===== config.mk =====
export PLATFORM = sky130hd
export DESIGN_NAME = i2s_dac_tx
export DESIGN_NICKNAME = d
export VERILOG_FILES = /design/src/rtl/i2s_dac_tx.sv
export SDC_FILE = /design/constraint.sdc
export NUM_CORES = 1
export LEC_CHECK = 0
export BUFFER_PORTS_ARGS = -buffer_cell sky130_fd_sc_hd__clkbuf_2
export CAP_MARGIN = 5
export CORE_MARGIN = 1
export CORE_UTILIZATION = 45
export CTS_CLUSTER_DIAMETER = 100
export CTS_CLUSTER_SIZE = 24
export DETAILED_ROUTE_END_ITERATION = 8
export HOLD_SLACK_MARGIN = 0.15
export PLACE_DENSITY_LB_ADDON = 0.25
export SLEW_MARGIN = 20
export SYNTH_ARGS = -nofsm -noshare
export SYNTH_HDL_FRONTEND = slang
export SYNTH_SLANG_ARGS = --single-unit
export TNS_END_PERCENT = 20

===== constraint.sdc =====
create_clock -name clk_i -period 4.1 [get_ports clk_i]
set_input_delay 0.205 -clock clk_i [delete_from_list [all_inputs] [get_ports clk_i]]
set_output_delay 0.205 -clock clk_i [all_outputs]
set_load 0.02 [all_outputs]

===== src/rtl/i2s_dac_tx.sv =====
// I2S master transmitter: buffers stereo {left,right} pairs in a small FIFO and
// serialises them MSB-first in Philips framing on a divided bit clock.
module i2s_dac_tx #(
    parameter int DATA_WIDTH = 16,
    parameter int FIFO_DEPTH = 8,
    parameter int DIV_WIDTH  = 8
) (
    input  logic                              clk_i,
    input  logic                              rst_n_i,
    input  logic                              en_i,
    input  logic [DIV_WIDTH-1:0]              div_i,
    input  logic                              flush_i,
    input  logic [2*DATA_WIDTH-1:0]           data_i,
    input  logic                              valid_i,
    output logic                              ready_o,
    output logic [$clog2(FIFO_DEPTH+1)-1:0]   fifo_cnt_o,
    output logic                              sclk_o,
    output logic                              lrck_o,
    output logic                              dacdat_o,
    output logic                              underrun_o,
    output logic                              busy_o
);

    localparam int FW = 2 * DATA_WIDTH;
    localparam int PW = $clog2(FIFO_DEPTH);
    localparam int CW = $clog2(FIFO_DEPTH + 1);
    localparam int KW = $clog2(FW);

    logic [FW-1:0]        mem_r [FIFO_DEPTH];
    logic [PW-1:0]        wr_ptr_r;
    logic [PW-1:0]        rd_ptr_r;
    logic [CW-1:0]        cnt_r;
    logic [DIV_WIDTH-1:0] div_q_r;
    logic [DIV_WIDTH-1:0] div_cnt_r;
    logic [KW-1:0]        k_r;
    logic [FW-1:0]        shift_r;
    logic                 sclk_r;
    logic                 lrck_r;
    logic                 dacdat_r;
    logic                 underrun_r;
    logic                 busy_r;

    logic fifo_full_s;
    logic fifo_empty_s;
    logic run_s;
    logic frame_start_s;
    logic push_s;
    logic pop_s;

    // busy_r doubles as the delayed enable, so a rise is en_i high while busy_r is low.
    assign run_s         = en_i && busy_r;
    assign fifo_full_s   = (cnt_r == CW'(FIFO_DEPTH));
    assign fifo_empty_s  = (cnt_r == {CW{1'b0}});
    assign frame_start_s = run_s && (div_cnt_r == div_q_r) && sclk_r && (k_r == {KW{1'b0}});
    assign pop_s         = frame_start_s && !fifo_empty_s;
    assign push_s        = valid_i && !fifo_full_s && !flush_i;

    assign ready_o    = !fifo_full_s;
    assign fifo_cnt_o = cnt_r;
    assign sclk_o     = sclk_r;
    assign lrck_o     = lrck_r;
    assign dacdat_o   = dacdat_r;
    assign underrun_o = underrun_r;
    assign busy_o     = busy_r;

    // Sample storage; contents are only meaningful between the pointers, so no reset.
    always_ff @(posedge clk_i) begin
        if (push_s) begin
            mem_r[wr_ptr_r] <= data_i;
        end
    end

    // FIFO pointers and occupancy; flush wins over a simultaneous push.
    always_ff @(posedge clk_i or negedge rst_n_i) begin
        if (!rst_n_i) begin
            wr_ptr_r <= {PW{1'b0}};
            rd_ptr_r <= {PW{1'b0}};
            cnt_r    <= {CW{1'b0}};
        end else if (flush_i) begin
            wr_ptr_r <= {PW{1'b0}};
            rd_ptr_r <= {PW{1'b0}};
            cnt_r    <= {CW{1'b0}};
        end else begin
            if (push_s) begin
                wr_ptr_r <= wr_ptr_r + PW'(1);
            end
            if (pop_s) begin
                rd_ptr_r <= rd_ptr_r + PW'(1);
            end
            case ({push_s, pop_s})
                2'b10:   cnt_r <= cnt_r + CW'(1);
                2'b01:   cnt_r <= cnt_r - CW'(1);
                default: cnt_r <= cnt_r;
            endcase
        end
    end

    // Bit clock divider and serialiser; all pad outputs move on SCLK falling edges.
    always_ff @(posedge clk_i or negedge rst_n_i) begin
        if (!rst_n_i) begin
            busy_r     <= 1'b0;
            div_q_r    <= {DIV_WIDTH{1'b0}};
            div_cnt_r  <= {DIV_WIDTH{1'b0}};
            k_r        <= {KW{1'b0}};
            shift_r    <= {FW{1'b0}};
            sclk_r     <= 1'b0;
            lrck_r     <= 1'b0;
            dacdat_r   <= 1'b0;
            underrun_r <= 1'b0;
        end else if (!en_i) begin
            busy_r     <= 1'b0;
            div_q_r    <= {DIV_WIDTH{1'b0}};
            div_cnt_r  <= {DIV_WIDTH{1'b0}};
            k_r        <= {KW{1'b0}};
            shift_r    <= {FW{1'b0}};
            sclk_r     <= 1'b0;
            lrck_r     <= 1'b0;
            dacdat_r   <= 1'b0;
            underrun_r <= 1'b0;
        end else if (!busy_r) begin
            busy_r     <= 1'b1;
            div_q_r    <= div_i;
            div_cnt_r  <= {DIV_WIDTH{1'b0}};
            k_r        <= {KW{1'b0}};
            shift_r    <= {FW{1'b0}};
            sclk_r     <= 1'b0;
            lrck_r     <= 1'b0;
            dacdat_r   <= 1'b0;
            underrun_r <= 1'b0;
        end else begin
            underrun_r <= 1'b0;
            if (div_cnt_r == div_q_r) begin
                div_cnt_r <= {DIV_WIDTH{1'b0}};
                sclk_r    <= ~sclk_r;
                if (sclk_r) begin
                    // The MSB of the shifter lags one slot, so at k=0 it still holds
                    // the previous frame's right LSB (zero straight after enable).
                    lrck_r   <= (k_r >= KW'(DATA_WIDTH));
                    dacdat_r <= shift_r[FW-1];
                    k_r      <= (k_r == KW'(FW - 1)) ? {KW{1'b0}} : k_r + KW'(1);
                    if (frame_start_s) begin
                        if (pop_s) begin
                            shift_r <= mem_r[rd_ptr_r];
                        end else begin
                            shift_r    <= {FW{1'b0}};
                            underrun_r <= 1'b1;
                        end
                    end else begin
                        shift_r <= {shift_r[FW-2:0], 1'b0};
                    end
                end
            end else begin
                div_cnt_r <= div_cnt_r + DIV_WIDTH'(1);
            end
        end
    end

endmodule


-- Yosys cells after proc, flatten, opt, wreduce, memory -nomap -nowiden
Memories as Yosys holds them, arrays and structs flattened.
Index checks and enable logic that the tools add are counted.
- $add $sub $neg: 6
- $lt $le $gt $ge: 1
- eq/ne operators: 8
- mux-type cells: 42
- bitwise gates (word level): 1
- reduce and logical (&&, ||, !) cells: 16
- operators with widths (kind ; number):
    32-bit two-way mux ; 6
    8-bit two-way mux ; 5
    5-bit two-way mux ; 5
    1-bit two-way mux ; 20
    3-bit two-way mux ; 4
    8-bit by 1-bit adder with 8-bit output, second input constant ; 1
    8-bit equality test ; 1
    4-bit case mux with 2 select lines ; 1
    1-bit logical AND ; 7
    3-bit by 1-bit adder with 3-bit output, second input constant ; 2
    5-bit by 1-bit adder with 5-bit output, second input constant ; 1
    5-bit equality test, second input constant ; 1
    5-bit greater-or-equal comparator, second input constant ; 1
    5-bit zero test ; 1
    4-bit by 1-bit adder with 4-bit output, second input constant ; 1
    4-bit equality test, second input constant ; 1
    4-bit zero test ; 1
    4-bit two-way mux ; 1
    2-bit nonzero test ; 2
    4-bit by 1-bit subtractor with 4-bit output, second input constant ; 1
    1-bit zero test ; 3
    3-bit by 2-bit inequality test with 1-bit output, second input constant ; 1
    3-bit inequality test, second input constant ; 1
    3-bit nonzero test ; 1
    5 further kinds ; 5
- flip-flop bits (word level): 68
- RAM bits: 256
- input port bits: 45
- output and inout port bits: 10
- word-level logic and storage cells: 87
- memories kept: 1
- memories (memory ; words ; width ; read ports ; clocked after memory_dff ; wr ports ; RTL line ; RTL):
    mem_r ; 8 ; 32 ; 1 ; 0 ; 1 ; 29 ; logic [FW-1:0] mem_r [FIFO_DEPTH];

-- Depth between registers and ports, before layout
Gate-level depths: netlist of the first run.
- depth in word-level cells: 11
- gate-level depth with buffers: 15
- mapped depth without buffers: 13

-- Worst setup path before layout of the first run
No wires, ideal clock.
- path kind: register to register
- from: reg cnt_r[1], in the netlist fifo_cnt_o[1]
- to: mem mem_r[0][0] in the netlist's numbering, enable pin
- library setup time: 0.461 ns
- arrival: 3.625 ns
- data required time: 3.639 ns
- path slack: 0.014 ns
- cell stages (with the launch flop): 5
- path buffers: 0
- clock period less this slack: 4.086 ns
- cell sequence: dfrtp_1 > or4b_1 > nand2_1 > or3_1 > nor3_1
- longest elaborated chain between the ends: 6
- RTL lines (element ; RTL line ; RTL):
    from (decl) ; 32 ; logic [CW-1:0] cnt_r;
    from (signal assigned) ; 78 ; cnt_r <= {CW{1'b0}};
    from (signal assigned) ; 82 ; cnt_r <= {CW{1'b0}};
    from (signal assigned) ; 91 ; 2'b10: cnt_r <= cnt_r + CW'(1);
    4-bit equality test ; 52 ; assign fifo_full_s = (cnt_r == CW'(FIFO_DEPTH));
    1-bit zero test ; - ;
    net ready_o ; 15 ; output logic ready_o,
    1-bit logical AND (2 in series) ; 56 ; assign push_s = valid_i && !fifo_full_s && !flush_i;
    1-bit two-way mux ; 68 ; if (push_s) begin
    1-bit two-way mux (implied by the code) ; 69 ; mem_r[wr_ptr_r] <= data_i;
    to (decl) ; 29 ;
The timed path passes the listed nets, and every way through them passes these cells.

-- Worst setup path in the final report of the first run
- from: reg k_r[0]
- to: reg cnt_r[3], in the netlist fifo_cnt_o[3]
- longest elaborated chain between the ends: 6
- elaborated cells between the ends (all ways): 8
- classes of those cells: eq/ne (2); mux (2); reduce/logical (4)
- RTL lines (element ; RTL line ; RTL):
    from (decl) ; 35 ; logic [KW-1:0] k_r;
    from (signal assigned) ; 104 ; k_r <= {KW{1'b0}};
    from (signal assigned) ; 114 ; k_r <= {KW{1'b0}};
    from (signal assigned) ; 124 ; k_r <= {KW{1'b0}};
    5-bit zero test (*) ; 54 ; assign frame_start_s = run_s && (div_cnt_r == div_q_r) && sclk_r && (k_r == {KW{1'b0}});
    1-bit logical AND (*) ; 54 ;
    1-bit logical AND (*) ; 55 ; assign pop_s = frame_start_s && !fifo_empty_s;
    2-bit by 1-bit equality test with 1-bit output / 2-bit equality test (equally long branches) ; 90 ; case ({push_s, pop_s})
    4-bit case mux with 2 select lines ; 90 ;
    4-bit two-way mux ; 79 ; end else if (flush_i) begin
    to (signal assigned) ; 78 ;
    to (signal assigned) ; 91 ;
    to (signal assigned) ; 92 ; 2'b01: cnt_r <= cnt_r - CW'(1);
Mark *: on every way between the ends. The rest lies on a longest branch, timed or not.
A chain may end at the register's enable or synchronous reset.

==> out/qor.csv, run 1 <==
stage;metric;value;unit
setup_path;crit_arrival;3.23;ns
setup_path;path_delay_family;simple AND/OR/NAND/NOR gates;
clock_tree;clk_latency;0.50;ns
placement;place_hpwl;14100;µm
logic_synthesis;synth_area_leaders;edfxtp_1 58%, dfrtp_1 13%, mux4_2 11%;
sta;relSlewSlack;46.7;%
sta;setup_violations;0;
logic_synthesis;synthCells;710;
logic_synthesis;yosysWarnings;0;
sta;timing.fmax;352;MHz
logic_synthesis;synthFlopType;edfxtp_1;
floorplan;io_pins;55;
global_routing;grt_usage;17.5;%
routing;finalWirelength;25400;µm
floorplan;die-area;30000;µm²
finish;n_antenna_cell;0;
clock_tree;cts_tree;yes;
setup_path;crit_cells;11;
routing;dr.pass1.iters;4;
pwr;intPower;4.49;mW
clock_tree;cts_resized;0;
placement;gp_congestion;0.755;
finish;syn_to_final_growth;12.9;%
run;drv_cap;0;
sta;setup_tns;0;ns
global_routing;grt_pass1_wl;40300;µm
pwr;p_per_area;379;nW/µm²
setup_path;r2r_end;fifo_cnt_o[3];
routing;drt_iter0_drc;385;
floorplan;rows;62;
pwr;p_sw;1.16;mW
setup_path;cp-end-kind;flop;
logic_synthesis;synth.most_common_cell;edfxtp_1;
pwr;switching_share;20.5;%
outcome;status;completed;
setup_path;slowest_delay;0.46;ns
logic_synthesis;synthArstFlopShare;21.0;%
pwr;power_frac_comb;4.6;%
pwr;power_frac_seq;64.1;%
setup_path;worst-r2r-cell-count;11;
logic_synthesis;synth_nets;763;
clock_tree;cts_made_buffers;17;
global_routing;grt_pass1_vias;7073;
setup_path;path_buf_inv;1;
setup_path;required;4.49;ns
clock_tree;clk_pin_slew_worst_paths;0.09;ns
setup_path;critical_path.endpoint;fifo_cnt_o[3];
logic_synthesis;synth_cell_types;47;
floorplan;die-height;173;µm
logic_synthesis;avgSynthCellArea;18.6;µm²
clock_tree;cts_max_level;1;
logic_synthesis;yosys.area.top_type;edfxtp_1;
setup_path;r2r_slack;1.26;ns
finish;fin_nets;860;
setup_path;cpMaxStageDelayCell;or4_4;
setup_path;path_common_cell;ha_1;
routing;drcViolationCount;0;
sta;worstMarginPinSlew;0.796;ns
logic_synthesis;synth_seq_area_share;71.1;%
pwr;clkPwrFrac;31.4;%
sta;worst_clock_skew;0.0143;ns
placement;dp_slack;1.26;ns
routing;final_antenna_net_count;0;
sta;worst_hold_slack;0.335;ns
placement;io_buffers;54;
routing;viasPerCell;5.51;
sta;rsz0062_at_grt;no;
logic_synthesis;syn_area;13200;µm²
global_routing;grt-ovfl-total;0;
floorplan;core-area;28800;µm²
setup_path;critPathMaxFanout;5;
setup_path;critical_path_class;reg -> reg;
clock_tree;numClockSinks;324;
sta;timing.final.max_slew_violations;0;
clock_tree;clock_path_buffers;3;
sta;setup_ws;1.26;ns
logic_synthesis;netlist.area_leader.share;58.2;%
clock_tree;post_cts_buffers;0;
global_routing;antenna_found_initial;0;
logic_synthesis;synth_seq_cells;324;
floorplan;die-width;173;µm
sta;min_period;2.84;ns
sta;finalHoldViolations;0;
setup_path;cp-startpoint;k_r[0];
setup_path;reg2reg_from;k_r[0];
routing;wl_per_cell;21.1;µm
routing;vias;6618;
pwr;leakagePower;4.99;nW
worst_hold_path;holdCritPathClass;in -> async;
setup_path;start_kind;flop;
finish;fillers;2272;
floorplan;start_util;45.9;%
clock_tree;hold_buffers;45;
setup_path;worstPathCellList;inv_1, ha_1, nor4b_2, nand4_1, or4_4, nor2_2, ha_1, a31oi_1, nor2_1, mux2i_1, mux2_2;
global_routing;grt_max_degree;39;
finish;drive_above_1_share;25.2;%
sta;fin_crit_sh;69.3;%
logic_synthesis;synth_common_cells;256 x edfxtp_1, 68 x dfrtp_1, 64 x mux4_2;
clock_tree;cts-root-buf;clkbuf_16;
logic_synthesis;synth_edf_count;256;
pwr;peakVddDrop;187;µV
## worst min path at each step
stage,to,cells after the start,slack (ns),startpoint
3_3_place_gp,wr_ptr_r[0],1,0.32,rst_n_i
6_report,fifo_cnt_o[0],2,0.33,rst_n_i
4_1_cts,wr_ptr_r[0],2,0.34,rst_n_i
3_5_place_dp,wr_ptr_r[0],1,0.34,rst_n_i
2_1_floorplan,busy_o,0,-0.09,rst_n_i
5_1_grt,rd_ptr_r[2],2,0.39,rst_n_i
## power by group through the flow
| stage | combinational (mW) | clock [mW] | sequential [mW] |
|---|---|---|---|
| floorplan | 0.115 | 0 | 3.69 |
| global placement | 0.216 | 0 | 3.69 |
| detailed placement | 0.227 | 0 | 3.69 |
| CTS | 0.263 | 1.83 | 3.62 |
| global route | 0.283 | 1.95 | 3.62 |
| finish | 0.258 | 1.77 | 3.62 |
## kinds of logic after synthesis
kind of cell	Yosys count	share of synthesized area (%)
XOR/XNOR	22	1.74
multiplexers	114	14.7
buffers and inverters	75	2.52
flip-flops	324	71.1
adder cells (fa/ha/maj)	8	0.758
AO/OA/AOI/OAI	75	5.31
AND/OR/NAND/NOR	92	3.87
## layout by cell type (no fill, tap or decap), types with 2 or more instances in the layout
cell type,synthesis,layout
a21oi_1,5,5
a22o_1,31,31
a31oi_1,2,2
and3_1,3,3
buf_4,0,16
clkbuf_1,19,10
clkbuf_16,0,17
clkbuf_2,0,53
dfrtp_1,68,65
dfrtp_2,0,2
dlygate4sd3_1,0,45
edfxtp_1,256,256
ha_1,8,8
inv_1,37,37
mux2i_1,48,48
mux4_2,64,64
nand2_1,8,8
nand2b_1,5,5
nand3_1,7,7
nand4_1,2,2
nand4b_1,2,2
nor2_1,35,28
nor2_2,1,2
nor2_4,0,6
nor2b_1,12,12
nor3_2,1,3
o22ai_1,7,7
o22ai_2,24,24
o41ai_1,2,2
or2_2,2,2
xnor2_1,9,9
xnor2_2,5,5
xor2_1,8,8
## stage by stage
stage / instance area, µm² / utilization [%] / instances / power [mW]
finish: 14900 / 51.8 / 1201 / 5.65
CTS: 14900 / 51.8 / 1201 / 5.71
floorplan: 13200 / - / 710 / 3.81
detailed placement: 14000 / 48.6 / 1127 / 3.92
global placement: 14000 / 48.6 / 1127 / 3.90
global route: 14900 / 51.8 / 1201 / 5.86
## registers in the layout (all words and copies together) (netlist names)
| register | count |
|---|---|
| k_r | 5 |
| shift_r | 32 |
| fifo_cnt_o | 4 |
| dacdat_o | 1 |
| sclk_o | 1 |
| lrck_o | 1 |
| busy_o | 1 |
| rd_ptr_r | 3 |
| div_cnt_r | 8 |
| underrun_o | 1 |
| div_q_r | 8 |
| wr_ptr_r | 3 |
| mem_r | 256 |
## routing by layer
| metal | share of wire (%) | up-vias | track usage [%] | routed length, µm |
|---|---|---|---|---|
| met3 | 3.3 | 32 | 2.08 | 842 |
| met5 | 0 | - | 0 | 0 |
| met4 | 1.9 | 0 | 4.31 | 482 |
| met1 | 43 | 3486 | 22.8 | 10900 |
| li1 | - | 2974 | - | - |
| met2 | 52 | 126 | 31.1 | 13100 |
## worst register-to-register path: stages, from the launching register on
cell,delay [ns]
dfrtp_1,0.43
inv_1,0.10
ha_1,0.14
nor4b_2,0.28
nand4_1,0.14
or4_4,0.46
nor2_2,0.15
ha_1,0.29
a31oi_1,0.18
nor2_1,0.06
mux2i_1,0.14
mux2_2,0.35
## area by class of cell
| type | instances | area (µm²) | share of cell area (%) |
|---|---|---|---|
| clock buffers | 27 | 463 | 3.10 |
| well taps | 384 | 480 | 3.22 |
| flip-flops and latches | 324 | 9400 | 63.0 |
| clock inverters | 2 | 16.3 | 0.109 |
| repair buffers | 116 | 861 | 5.77 |
| multi-input cells | 311 | 3560 | 23.9 |
| inverters | 37 | 139 | 0.931 |
No activity file was read; power rests on OpenSTA's default activity.
==> inputs of run 2 (changes only) <==
Settings changed: ABC_AREA set to 1.
Clock period 4.1 ns to 2.7 ns, I/O delays scaled along.
==> out/qor.csv, run 2 <==
stage;metric;value;unit;change
logic_synthesis;synthCells;1120;;+58%
logic_synthesis;synth_seq_area_share;70.6;%;-0.46 points
sta;setup_violations;0;;unchanged
routing;drt_iter0_drc;585;;+52%
pwr;finalPower;8.77;mW;+55%
setup_path;worst-r2r-cell-count;15;;+4
logic_synthesis;synth_seq_cells;324;;unchanged
finish;drive_above_1_share;10.3;%;-15 points
logic_synthesis;synthFlopType;edfxtp_1;;
logic_synthesis;synth_edf_count;256;;unchanged
logic_synthesis;yosys.area.top_type;edfxtp_1;;
logic_synthesis;avgSynthCellArea;11.9;µm²;-36%
routing;dr.pass1.iters;5;;+1
global_routing;grt_usage;19.0;%;+1.6 points
finish;fin_nets;1256;;+46%
outcome;status;completed;;
setup_path;cp-end-kind;flop;;
setup_path;path_delay_family;simple AND/OR/NAND/NOR gates;;
setup_path;path_buf_inv;3;;+2
placement;dp_cells;1518;;+35%
floorplan;io_pins;55;;unchanged
setup_path;slowest_delay;0.39;ns;-0.07 ns
sta;timing.fmax;431;MHz;+22%
sta;min_period;2.32;ns;-0.519 ns
clock_tree;cts_tree;yes;;
logic_synthesis;synth.most_common_cell;nand2_1;;
finish;largest_register_ffs;256;;unchanged
finish;top_register;mem_r;;
floorplan;die-area;30200;µm²;+0.64%
global_routing;grt_max_degree;108;;+180%
clock_tree;clk_pin_slew_worst_paths;0.09;ns;about the same
placement;placed_area;14200;µm²;+1.6%
setup_path;worstPathCellList;inv_1, ha_1, nand4_1, nor2_1, nand4_1, nor2_4, nand2_1, inv_1, ha_1, nand4_1, nand2_1, inv_1, nand3_1, nand3_1, nand2_1;;
placement;gp_congestion;0.801;;+6.1%
routing;wl_per_cell;17.7;µm;-16%
floorplan;die-height;174;µm;+0.32%
run;drv_cap;0;;unchanged
setup_path;critical_path_class;reg -> reg;;
sta;fin_crit_sh;86.0;%;+17 points
pwr;p_per_area;575;nW/µm²;+52%
placement;io_buffers;54;;unchanged
finish;final_common_cell;nand2_1;;
logic_synthesis;synth_area_leaders;edfxtp_1 58%, dfrtp_1 13%, nand2_1 9.1%;;
pwr;peakVddDrop;485;µV;+160%
global_routing;grt_pass1_wl;45100;µm;+12%
setup_path;start_kind;flop;;
routing;drcViolationCount;0;;unchanged
setup_path;reg2reg_from;k_r[0];;
routing;vias;8585;;+30%
routing;finalWirelength;28200;µm;+11%
finish;stdcell_count;1598;;+33%
floorplan;core-area;28900;µm²;+0.27%
setup_path;r2r_end;fifo_cnt_o[3];;
logic_synthesis;synth_common_cells;321 x nand2_1, 256 x edfxtp_1, 74 x inv_1;;
sta;relSlewSlack;36.6;%;-10 points
logic_synthesis;netlist.area_leader.share;57.8;%;-0.37 points
setup_path;r2r_slack;0.38;ns;-0.88 ns
floorplan;start_util;46.1;%;+0.17 points
pwr;leakagePower;5.66;nW;+13%
sta;finalHoldViolations;0;;unchanged
setup_path;required;3.10;ns;-1.39 ns
logic_synthesis;yosysWarnings;0;;unchanged
routing;viasPerCell;5.37;;-2.5%
sta;worstMarginPinSlew;0.951;ns;+0.155 ns
logic_synthesis;synthArstFlopShare;21.0;%;unchanged
sta;rsz0062_at_grt;no;;
sta;timing.final.max_slew_violations;0;;unchanged
setup_path;cpMaxStageDelayCell;dfrtp_1;;
setup_path;critPathMaxFanout;4;;-1
global_routing;antenna_found_initial;0;;unchanged
worst_hold_path;holdCritPathClass;in -> async;;
placement;dp_slack;0.381;ns;-0.880 ns
placement;place_hpwl;15600;µm;+11%
clock_tree;numClockSinks;324;;unchanged
clock_tree;clock_path_buffers;3;;unchanged
finish;largestRegisters;mem_r: 256 flops, shift_r: 32 flops;;
global_routing;grt-ovfl-total;0;;unchanged
logic_synthesis;synth_cell_types;31;;-34%
routing;final_antenna_net_count;0;;unchanged
sta;setup_tns;0;ns;unchanged
sta;worst_clock_skew;0.0176;ns;+0.00334 ns
floorplan;die-width;174;µm;+0.32%
finish;syn_to_final_growth;14.7;%;
setup_path;crit_arrival;2.72;ns;-0.51 ns
finish;postLayoutCellArea;15300;µm²;+2.3%
floorplan;rows;62;;unchanged
logic_synthesis;syn_area;13300;µm²;+0.64%
clock_tree;cts-root-buf;clkbuf_16;;
clock_tree;cts_made_buffers;18;;+1
sta;setup_ws;0.378;ns;-0.881 ns
finish;layout_common_cells;321 x nand2_1, 256 x edfxtp_1, 73 x inv_1, 73 x a21oi_1, 66 x dfrtp_1;;
clock_tree;clk_latency;0.52;ns;+0.02 ns
logic_synthesis;synth_nets;1173;;+54%
clock_tree;cts_resized;0;;unchanged
global_routing;grt_pass1_vias;8435;;+19%
finish;n_antenna_cell;0;;unchanged
clock_tree;cts_max_level;1;;unchanged
==> run 2: changes by cell type after synthesis, moves of 37 or more <==
cell     delta
a21oi_1    +68
mux4_2     -64
mux2i_1    -48
inv_1      +37
nand2_1   +313
o21ai_1    +60
==> run 2: layout make-up <==
class | instances | area (µm²)
Clock buffer | 27 | 505
Clock inverter | 4 | 46.3
Fill cell | 2488 | 13600
Inverter | 79 | 298
Multi-Input combinational cell | 653 | 3380
Sequential cell | 324 | 9400
Tap cell | 384 | 480
Timing Repair Buffer | 127 | 1140
==> run 2: worst max-delay path by stage <==
stage             startpoint             to  cells after the start  slack (ns)
3_3_place_gp          k_r[0]  fifo_cnt_o[3]                     15        0.47
5_1_grt        fifo_cnt_o[1]  fifo_cnt_o[3]                     15        0.19
2_1_floorplan  fifo_cnt_o[0]    mem_r[0][0]                      6       -0.36
4_1_cts               k_r[0]  fifo_cnt_o[3]                     15        0.35
3_5_place_dp          k_r[0]  fifo_cnt_o[3]                     15        0.38
6_report              k_r[0]  fifo_cnt_o[3]                     15        0.38
==> run 2: cells by family after synthesis <==
group / after synthesis / synth area share (%)
xor gates and xnor gates: 5 / 0.329
buffers and inverters: 143 / 4.43
adders and majority gates: 8 / 0.753
DFF: 324 / 70.6
AOI/OAI and AO/OA: 253 / 12.3
and+or+nand+nor: 387 / 11.6
==> run 2: where the power goes <==
part           internal, mW  switching, mW
sequential             5.46         0.0252
combinational         0.141          0.243
clock                  1.34           1.56
==> run 2: repair_timing <==
action,4_1_cts,5_1_grt
buffers inserted,0,0
endpoints found under the hold margin,342,0
hold buffers,49,0
==> run 2: per-layer routing <==
layer / track usage [%] / share of wire, % / vias up
met5: 0 / 0 / -
met4: 4.46 / 1.7 / 0
met3: 1.93 / 3.5 / 34
met2: 33.4 / 49 / 155
met1: 25.5 / 46 / 4248
li1: - / - / 4148
==> run 2: per-stage QoR <==
| step | util [%] | hold WS [ns] |
|---|---|---|
| after floorplan | - | -0.161 |
| after global placement | 49.2 | 0.341 |
| after detailed placement | 49.2 | 0.355 |
| after CTS | 52.9 | 0.351 |
| after global routing | 52.9 | 0.391 |
| final | 52.9 | 0.315 |
==> inputs of run 3 (changes only) <==
Settings changed: CORE_UTILIZATION 45 to 30, CTS_CLUSTER_DIAMETER 100 to not set.
==> out/qor.csv, run 3 (synthesized netlist as in run 2, its figures left out) <==
stage;metric;value;unit;change
setup_path;critPathMaxFanout;4;;unchanged
setup_path;crit_arrival;2.68;ns;-0.04 ns
finish;multi_input_area;3380;µm²;unchanged
sta;setup_ws;0.440;ns;+0.0625 ns
routing;wl_per_cell;16.8;µm;-5.1%
routing;drt_iter0_drc;502;;-14%
run;drv_cap;0;;unchanged
worst_hold_path;holdCritPathClass;in -> async;;
placement;io_buffers;54;;unchanged
pwr;p_per_area;659;nW/µm²;+15%
finish;largest_register_ffs;256;;unchanged
routing;vias;8632;;+0.55%
routing;finalWirelength;30700;µm;+8.9%
sta;timing.fmax;443;MHz;+2.8%
finish;top_register;mem_r;;
clock_tree;clk_latency;0.54;ns;+0.02 ns
pwr;finalPower;10.6;mW;+21%
routing;final_antenna_net_count;0;;unchanged
sta;relSlewSlack;49.3;%;+13 points
routing;dr.pass1.iters;5;;unchanged
finish;fin_nets;1274;;+1.4%
finish;drive_above_1_share;12.3;%;+2.0 points
floorplan;io_pins;55;;unchanged
setup_path;path_buf_inv;3;;unchanged
global_routing;grt_usage;14.3;%;-4.8 points
setup_path;start_kind;flop;;
clock_tree;cts_tree;yes;;
pwr;intPower;8.33;mW;+20%
global_routing;grt_pass1_vias;8893;;+5.4%
pwr;switching_share;21.4;%;+0.52 points
placement;place_hpwl;16800;µm;+7.8%
global_routing;grt-ovfl-total;0;;unchanged
placement;gp_congestion;0.748;;-6.6%
floorplan;die-height;212;µm;+22%
sta;worst_hold_slack;0.235;ns;-0.0798 ns
finish;fillers;4285;;+72%
finish;final_util;37.1;%;-16 points
floorplan;rows;76;;+23%
sta;timing.final.max_slew_violations;0;;unchanged
pwr;p_sw;2.26;mW;+24%
clock_tree;cts-root-buf;clkbuf_16;;
setup_path;slowest_delay;0.38;ns;about the same
sta;worstMarginPinSlew;0.760;ns;-0.190 ns
clock_tree;clock_path_buffers;3;;unchanged
setup_path;cpMaxStageDelayCell;dfrtp_1;;
setup_path;path_delay_family;simple AND/OR/NAND/NOR gates;;
setup_path;required;3.12;ns;+0.02 ns
global_routing;grt_max_degree;65;;-40%
pwr;power_frac_comb;3.6;%;-0.8 points
pwr;peakVddDrop;433;µV;-11%
outcome;status;completed;;
setup_path;worstPathCellList;inv_1, ha_1, nand4_1, nor2_1, nand4_1, nor2_4, nand2_1, inv_1, ha_1, nand4_1, nand2_1, inv_1, nand3_1, nand3_1, nand2_1;;
sta;finalHoldViolations;0;;unchanged
floorplan;die-width;212;µm;+22%
setup_path;cp-end-kind;flop;;
finish;largestRegisters;mem_r: 256 flops, shift_r: 32 flops;;
finish;syn_to_final_growth;20.9;%;
routing;viasPerCell;4.71;;-12%
clock_tree;cts_resized;0;;unchanged
sta;rsz0062_at_grt;no;;
sta;min_period;2.26;ns;-0.0625 ns
routing;drcViolationCount;0;;unchanged
setup_path;critical_path_class;reg -> reg;;
clock_tree;clk_pin_slew_worst_paths;0.06;ns;-0.03 ns
sta;setup_violations;0;;unchanged
finish;final_common_cell;nand2_1;;
pwr;power_frac_seq;51.9;%;-11 points
finish;layout_common_cells;321 x nand2_1, 256 x edfxtp_1, 73 x inv_1, 73 x a21oi_1, 66 x dfrtp_1;;
placement;dp_slack;0.421;ns;+0.0393 ns
clock_tree;cts_made_buffers;36;;+18
pwr;clkPwrFrac;44.5;%;+11 points
sta;worst_clock_skew;0.0226;ns;+0.00496 ns
global_routing;antenna_found_initial;1;;+1
floorplan;die-area;45200;µm²;+49%
finish;regArea;9400;µm²;unchanged
global_routing;grt_pass1_wl;50100;µm;+11%
floorplan;start_util;30.7;%;-15 points
clock_tree;numClockSinks;324;;unchanged
clock_tree;cts_max_level;2;;+1
sta;fin_crit_sh;83.7;%;-2.3 points
pwr;leakagePower;5.94;nW;+5.0%
floorplan;core-area;43400;µm²;+50%
==> run 3: cell count changes in the layout (fill, tap and decap cells not counted), sizes merged <==
cell and delta:
clkbuf +27, clkinv +5, inv +2, buf +1
diode +1, dlygate4sd3 -1
==> run 3: per-layer routing <==
metal	global-route usage [%]	routed length (µm)	vias up
met1	19.0	14400	4261
met4	3.62	496	0
met5	0	0	-
met2	24.0	14700	133
met3	2.51	1150	39
li1	-	-	4199
==> run 3: area by class of cell <==
type,count,area share (%)
flip-flops and latches,324,58.4
diodes,1,0.0156
well taps,585,4.55
multi-input cells,653,21.0
inverters,79,1.85
clock buffers,54,6.53
clock inverters,11,0.545
repair buffers,127,7.02
==> run 3: stage by stage <==
| stage | cell area (µm²) | std cells | TNS [ns] |
|---|---|---|---|
| after floorplan | 13300 | 1120 | -89.52 |
| after global placement | 14500 | 1720 | 0 |
| after detailed placement | 14500 | 1720 | 0 |
| after CTS | 16100 | 1833 | 0 |
| after global routing | 16100 | 1834 | 0 |
| final | 16100 | 1834 | 0 |
==> run 3: worst paths after layout <==
kind,from,end,slack (ns),cells past startpoint
max,k_r[0],fifo_cnt_o[3],0.44,15
min,rst_n_i,div_cnt_r[2],0.24,2
max reg2reg,k_r[0],fifo_cnt_o[3],0.44,15
min reg2reg,div_q_r[2],div_q_r[2],0.51,2
max in group asynchronous,rst_n_i,div_q_r[4],1.73,3
min in group clk_i,div_i[0],div_q_r[0],0.40,4
==> run 3: what timing repair did <==
item / CTS / global route
endpoints found under the hold margin: 325 / 0
setup buffers: 0 / 0
hold buffers: 48 / 0
==> run 3: power groups by stage <==
stage	Clock, mW	Combinational, mW	Sequential [mW]
2_1_floorplan	0	0.152	5.60
3_3_place_gp	0	0.333	5.59
3_5_place_dp	0	0.339	5.59
4_1_cts	4.84	0.396	5.49
5_1_grt	5.02	0.435	5.50
6_report	4.71	0.384	5.49
